$ cat src/rtl/lab7_soc_switch_pio_irq.sv
// Avalon-MM input PIO: synchronised (optionally debounced) input bus, sticky edge capture, maskable level irq.
// Latency: input to DATA/EDGE_CAP two cycles after s1 in bypass, three accepted ticks when debounced; read latency 1.
// Backpressure: none; slave always accepts, readdata is refreshed every cycle from the address bus.
module lab7_soc_switch_pio_irq #(
    parameter int WIDTH        = 20,
    parameter int EDGE_MODE    = 0,
    parameter int DEBOUNCE_DIV = 0
) (
    input  logic             clk,
    input  logic             reset,
    input  logic [1:0]       address,
    input  logic             chipselect,
    input  logic             write,
    input  logic [31:0]      writedata,
    output logic [31:0]      readdata,
    input  logic [WIDTH-1:0] in_port,
    output logic             irq
);

    logic [WIDTH-1:0] s1_q;
    logic [WIDTH-1:0] s2_q;
    logic [WIDTH-1:0] data_q;
    logic [WIDTH-1:0] data_d;
    logic [WIDTH-1:0] cap_q;
    logic [WIDTH-1:0] cap_d;
    logic [WIDTH-1:0] mask_q;
    logic [WIDTH-1:0] mask_d;
    logic [31:0]      rdata_q;
    logic [31:0]      rdata_d;
    logic [WIDTH-1:0] edge_vec;
    logic [WIDTH-1:0] clr;
    logic             wr_mask;
    logic             wr_cap;
    logic             unused_wdata;

    // Upper writedata bits are meaningless when WIDTH < 32.
    assign unused_wdata = ^writedata;

    // Two-flop synchroniser; the only path from in_port into the block.
    always_ff @(posedge clk) begin
        if (reset) begin
            s1_q <= '0;
            s2_q <= '0;
        end else begin
            s1_q <= in_port;
            s2_q <= s2_next(s1_q);
        end
    end

    function automatic logic [WIDTH-1:0] s2_next(input logic [WIDTH-1:0] v);
        return v;
    endfunction

    generate
        if (DEBOUNCE_DIV == 0) begin : g_bypass
            assign data_d = s2_q;
        end else begin : g_debounce
            localparam int             PW   = (DEBOUNCE_DIV > 1) ? $clog2(DEBOUNCE_DIV) : 1;
            localparam logic [PW-1:0]  PMAX = PW'(DEBOUNCE_DIV - 1);

            logic [PW-1:0]    presc_q;
            logic [PW-1:0]    presc_d;
            logic             tick;
            logic [WIDTH-1:0] hist0_q;
            logic [WIDTH-1:0] hist0_d;
            logic [WIDTH-1:0] hist1_q;
            logic [WIDTH-1:0] hist1_d;
            logic [WIDTH-1:0] accept;

            // Prescaler tick and per-bit acceptance: a bit changes only when the two
            // previous tick samples and the current s2 all agree.
            always_comb begin
                tick    = (presc_q == PMAX);
                presc_d = tick ? '0 : presc_q + PW'(1);
                hist0_d = hist0_q;
                hist1_d = hist1_q;
                accept  = '0;
                if (tick) begin
                    hist0_d = s2_q;
                    hist1_d = hist0_q;
                    accept  = ~(hist1_q ^ hist0_q) & ~(hist0_q ^ s2_q);
                end
                data_d = (data_q & ~accept) | (s2_q & accept);
            end

            // Prescaler and tick history; reset discards any partial debounce.
            always_ff @(posedge clk) begin
                if (reset) begin
                    presc_q <= '0;
                    hist0_q <= '0;
                    hist1_q <= '0;
                end else begin
                    presc_q <= presc_d;
                    hist0_q <= hist0_d;
                    hist1_q <= hist1_d;
                end
            end
        end
    endgenerate

    // Edge detection against the accepted value, capture update, register writes, read mux.
    always_comb begin
        if (EDGE_MODE == 0) begin
            edge_vec = data_d & ~data_q;
        end else if (EDGE_MODE == 1) begin
            edge_vec = ~data_d & data_q;
        end else begin
            edge_vec = data_d ^ data_q;
        end
        wr_mask = chipselect && write && (address == 2'd1);
        wr_cap  = chipselect && write && (address == 2'd3);
        clr     = wr_cap ? writedata[WIDTH-1:0] : '0;
        // A new edge on a bit wins over a simultaneous write-1-to-clear.
        cap_d   = (cap_q & ~clr) | edge_vec;
        mask_d  = wr_mask ? writedata[WIDTH-1:0] : mask_q;
        case (address)
            2'd0:    rdata_d = 32'(data_q);
            2'd1:    rdata_d = 32'(mask_q);
            2'd3:    rdata_d = 32'(cap_q);
            default: rdata_d = '0;
        endcase
    end

    // Architectural registers and the registered read port.
    always_ff @(posedge clk) begin
        if (reset) begin
            data_q  <= '0;
            cap_q   <= '0;
            mask_q  <= '0;
            rdata_q <= '0;
        end else begin
            data_q  <= data_d;
            cap_q   <= cap_d;
            mask_q  <= mask_d;
            rdata_q <= rdata_d;
        end
    end

    assign readdata = rdata_q;
    // Combinational from flops only, so no in_port glitch reaches the interrupt line.
    assign irq      = |(cap_q & mask_q);

endmodule

$ cat config.mk
export PLATFORM = sky130hd
export DESIGN_NAME = lab7_soc_switch_pio_irq
export DESIGN_NICKNAME = d
export VERILOG_FILES = /design/src/rtl/lab7_soc_switch_pio_irq.sv
export SDC_FILE = /design/constraint.sdc
export NUM_CORES = 1
export LEC_CHECK = 0
export ABC_CLOCK_PERIOD_IN_PS = 2000
export CORE_MARGIN = 3
export CORE_UTILIZATION = 27
export CTS_BUF_LIST = sky130_fd_sc_hd__clkbuf_2 sky130_fd_sc_hd__clkbuf_4 sky130_fd_sc_hd__clkbuf_8
export CTS_CLUSTER_DIAMETER = 50
export CTS_CLUSTER_SIZE = 30
export DETAILED_ROUTE_END_ITERATION = 10
export GPL_ROUTABILITY_DRIVEN = 0
export HOLD_SLACK_MARGIN = 0.03
export PLACE_DENSITY = 0.59
export RECOVER_POWER = 50
export SYNTH_ARGS = -nofsm -noshare
export SYNTH_HDL_FRONTEND = slang
export SYNTH_SLANG_ARGS = --single-unit
$ cat constraint.sdc
create_clock -name clk -period 2 [get_ports clk]
set_clock_uncertainty 0.2 [all_clocks]
set_input_delay 0.3 -clock clk [delete_from_list [all_inputs] [get_ports clk]]
set_output_delay 0.3 -clock clk [all_outputs]
set_load 0.01 [all_outputs]
==> Word-level counts from Yosys, hierarchy flattened <==
Cells that the tools add are included.
{ "classes": {"n_eq_ne": 2, "muxes": 2, "bitwise": 6, "reduce_logical": 5} }
{ "op_table": {"columns": ["cell", "count"], "rows": [
  ["20-bit bitwise AND", 3],
  ["20-bit one-hot mux with 3 select lines", 1],
  ["20-bit NOT", 2],
  ["20-bit 2-to-1 mux", 1],
  ["20-bit bitwise OR", 1],
  ["20-bit OR reduction", 1],
  ["1-bit logical AND", 3],
  ["2-bit by 1-bit == test with 1-bit output, second input constant", 1],
  ["2-bit == test, second input constant", 1],
  ["2-bit zero test", 1]
]} }
{ "word_totals": {"regBits": 132, "input_bits": 58, "output_inout_bits": 33, "elab_cells": 21} }

==> Depth between registers and ports, before layout <==
{ "depth": {"word_depth": 6, "ltp_mapped": 5, "mapped_depth_nobuf": 4} }

==> Worst setup path after synthesis <==
No wires, ideal clock.
{ "synth_path": {"path_type": "flip-flop to output port", "startpoint": "reg cap_q[16]", "endpoint": "out irq", "arrival_time_ns": 1.007, "required_time_ns": 1.500, "slack_ns": 0.493, "path_stages_with_launch": 5, "cell_sequence": "dfxtp_1 -> a22o_1 -> a221oi_1 -> and3_1 -> nand4_1"} }
{ "synth_between": {"elab_chain_len": 2} }
{ "synth_lines": {"columns": ["element", "line_no", "rtl"], "rows": [
  ["from (decl)", "24", "logic [WIDTH-1:0] cap_q;"],
  ["from (signal assigned)", "133", "cap_q <= cap_d;"],
  ["20-bit bitwise AND", "141", "assign irq = |(cap_q & mask_q);"],
  ["20-bit OR reduction", "141", null],
  ["to (decl)", "17", "output logic irq"]
]} }
Every way passes these cells.

==> Final worst setup path <==
{ "layout_path": {"startpoint": "reg mask_q[12]", "endpoint": "out irq"} }
{ "layout_between": {"elab_chain_len": 2} }
{ "layout_lines": {"columns": ["element", "line_no", "rtl"], "rows": [
  ["from (decl)", "26", "logic [WIDTH-1:0] mask_q;"],
  ["from (signal assigned)", "134", "mask_q <= mask_d;"],
  ["20-bit bitwise AND", "141", null],
  ["20-bit OR reduction", "141", null]
]} }
Every way passes these cells.

==> flow_metrics.py <==
metrics = {
    "outcome": {
        "status": "finished, violations left",
        "failed_checks": "max-capacitance violations, max-slew violations, negative setup slack",
    },
    "critical_path": {
        "worst_setup_path_start_kind": "flip-flop",
        "crit_path_end_kind": "output port",
        "required_ns": 1.50,
        "worstSetupPathType": "reg -> out",
        "worstPathMaxFanout": 2,
        "max_stage_delay_ns": 0.32,
        "crit_path_top_delay_cell": "dfxtp_2",
        "crit_path_cell_trace": "a22o_1 > a221oi_2 > and3_1 > nand4_1 > buf_2",
        "crit_arrival_ns": 1.68,
    },
    "sta": {
        "finalCritPeriodShare_pct": 109,
        "fmax_ghz": 0.459,
        "hold_viol": 0,
        "rsz0062_at_grt": "yes",
        "worst_slack_ns": -0.180,
        "setup_tns_ns": -0.180,
        "setup_violations": 1,
        "post-route-min-period_ns": 2.18,
        "worstMarginPinSlew_ns": 1.51,
        "slew_headroom_pct": -0.747,
        "report.final.slew_viol_count": 34,
    },
    "drt": {
        "vias": 3089,
        "routed_wl_um": 9850,
        "drtIter0Drc": 203,
        "wl_per_cell_um": 13.8,
        "dr.pass1.iters": 4,
        "vias_per_cell": 4.34,
        "postRouteAntennaNets": 0,
        "drcViolationCount": 0,
    },
    "cells_and_area": {
        "final_net_count": 576,
        "drive_gt1_share_pct": 10.6,
        "fillers": 1497,
        "area_delta_synth_final_pct": 30.3,
        "diodes": 0,
        "final_area_um2": 5450,
        "final-instance-count-excl-fill": 712,
    },
    "place": {
        "hpwl_um": 6840,
        "place_worst_setup_slack_ns": -0.179,
        "dpl-instance-area_um2": 5110,
        "io_buffer_count": 66,
        "placed_cells": 682,
    },
    "flow_run": {
        "cap_violations": 1,
    },
    "global_routing": {
        "grt_max_degree": 68,
        "antenna_found_initial": 0,
        "grt_pass1_wl_um": 15900,
        "grtUsageTotal_pct": 12.3,
        "grt_pass1_vias": 3180,
        "grt_overflow": 0,
    },
    "power_and_ir_drop": {
        "clkPwrFrac_pct": 39.0,
        "power_frac_seq_pct": 53.3,
        "total_leakage_power_nw": 2.08,
        "p_int_mw": 3.69,
        "ir_drop_uv": 451,
        "switchingPower_mw": 1.04,
        "power_frac_comb_pct": 7.6,
        "power_density_nw_per_um2": 867,
        "netSwitchingFraction_pct": 22.0,
    },
    "cts": {
        "cts_max_level": 4,
        "clock_tree.root_cell": "clkbuf_8",
        "cts_buffers": 17,
        "cts.sinks": 120,
        "clockBufferDepth": 2,
        "clock_latency_ns": 0.42,
        "cts_tree": "yes",
        "clk_pin_slew_ns": 0.06,
    },
    "synthesis": {
        "syn_inst": 437,
        "netlist_top_cells_count": "dfxtp_1 (120), nand2_1 (60), nor2b_1 (60)",
        "synthArstFlopShare_pct": 0,
        "netlist_area_um2": 4180,
        "synth-seq-cells": 120,
        "synth_edf_count": 0,
        "synth_area_per_cell_um2": 9.57,
        "yosys.area.top_type_share_pct": 57.4,
        "yosysWarnings": 0,
        "yosys_most_used_dff": "dfxtp_1",
        "seq_area_frac_synth_pct": 57.4,
        "netlist.top_cell.by_area": "dfxtp_1",
        "ys_types": 21,
        "yosys-top-cells-area": "dfxtp_1 (57%), nor2b_1 (9.0%), nand2_1 (5.4%)",
        "synth.most_common_cell": "dfxtp_1",
    },
    "floorplanning": {
        "core_area_um2": 14900,
        "die_x_um": 130,
        "die_h_um": 130,
        "dieArea_um2": 17000,
        "rows": 44,
        "io_pins": 91,
        "start_util_pct": 28.1,
    },
    "min_path": {
        "hold_class": "in -> reg",
    },
}
-- worst max-delay path, delay by kind of cell (launching register included) --
| family | cells | cell delay, ns |
|---|---|---|
| flip-flops | 1 | 0.32 |
| AND/OR/NAND/NOR | 2 | 0.33 |
| buffers and inverters | 1 | 0.17 |
| AO/OA/AOI/OAI | 2 | 0.45 |
-- per-stage QoR --
step	power, mW	utilization [%]	hold WS, ns
2_1_floorplan	2.75	-	0.214
3_3_place_gp	2.93	34.4	0.228
3_5_place_dp	2.94	34.4	0.226
4_1_cts	4.79	36.8	0.154
5_1_grt	4.94	36.7	0.220
6_report	4.73	36.7	0.230
-- repair_timing --
item,4_1_cts,5_1_grt
endpoints found under the setup margin,1,1
gates resized for setup,8,0
hold buffers,0,0
buffers inserted,1,0
endpoints found under the hold margin,0,0
pin swaps,2,0
-- cells in the final DEF (no fill, tap or decap), drive strengths merged --
cell type,netlist,routed
a21oi,40,40
a221oi,4,4
a22o,4,4
a22oi,2,2
a32o,20,20
and2,1,1
and3,1,1
buf,34,21
clkbuf,3,28
clkdlybuf4s50,0,63
clkinv,0,4
conb,1,12
dfxtp,120,120
dlygate4sd3,0,1
inv,22,22
mux2i,20,20
nand2,60,60
nand2b,1,1
nand3,1,1
nand4,1,1
nor2,42,42
nor2b,60,60
-- layout make-up --
cell class | count | area (um^2) | share of cell area (%)
Tap cell | 184 | 230 | 4.22
Sequential cell | 120 | 2400 | 44.1
Timing Repair Buffer | 88 | 858 | 15.7
Clock inverter | 4 | 20.0 | 0.367
Clock buffer | 25 | 319 | 5.85
Multi-Input combinational cell | 269 | 1540 | 28.2
Inverter | 22 | 82.6 | 1.51
-- flip-flops by register name (all words and copies together) (netlist names) --
signal    count
data_q       20
readdata     20
mask_q       20
data_d       20
cap_q        20
s1_q         20
-- power by group through the flow --
| stage | Combinational, mW | Sequential (mW) | Clock (mW) |
|---|---|---|---|
| floorplan | 0.191 | 2.56 | 0 |
| global placement | 0.362 | 2.57 | 0 |
| detailed placement | 0.368 | 2.57 | 0 |
| CTS | 0.369 | 2.52 | 1.90 |
| global route | 0.396 | 2.53 | 2.02 |
| finish | 0.360 | 2.52 | 1.85 |
-- worst paths after layout --
check              start           to  slack [ns]  depth (start not counted)
max           mask_q[12]          irq       -0.18                          5
min          in_port[16]     s1_q[16]        0.23                          2
max reg2reg    mask_q[2]  readdata[2]        0.71                          5
min reg2reg     s1_q[14]   data_d[14]        0.24                          1
-- routing by layer --
metal / vias up / part of all wire [%] / track usage (%)
li1: 1565 / - / -
met1: 1406 / 45 / 15.2
met2: 101 / 47 / 19.6
met3: 17 / 5.3 / 3.58
met4: 0 / 2.1 / 6.05
met5: - / 0 / 0
-- logic make-up (layout without fill, tap and decap cells) --
family,after synthesis,count (layout),share of synthesized area (%)
AO/OA/AOI/OAI,70,70,11.6
buffers and inverters,59,139,7.27
flip-flops,120,120,57.4
multiplexers,20,20,4.78
other,1,12,0.0896
AND/OR/NAND/NOR,167,167,18.8
Power figures use the tool's default switching activity.
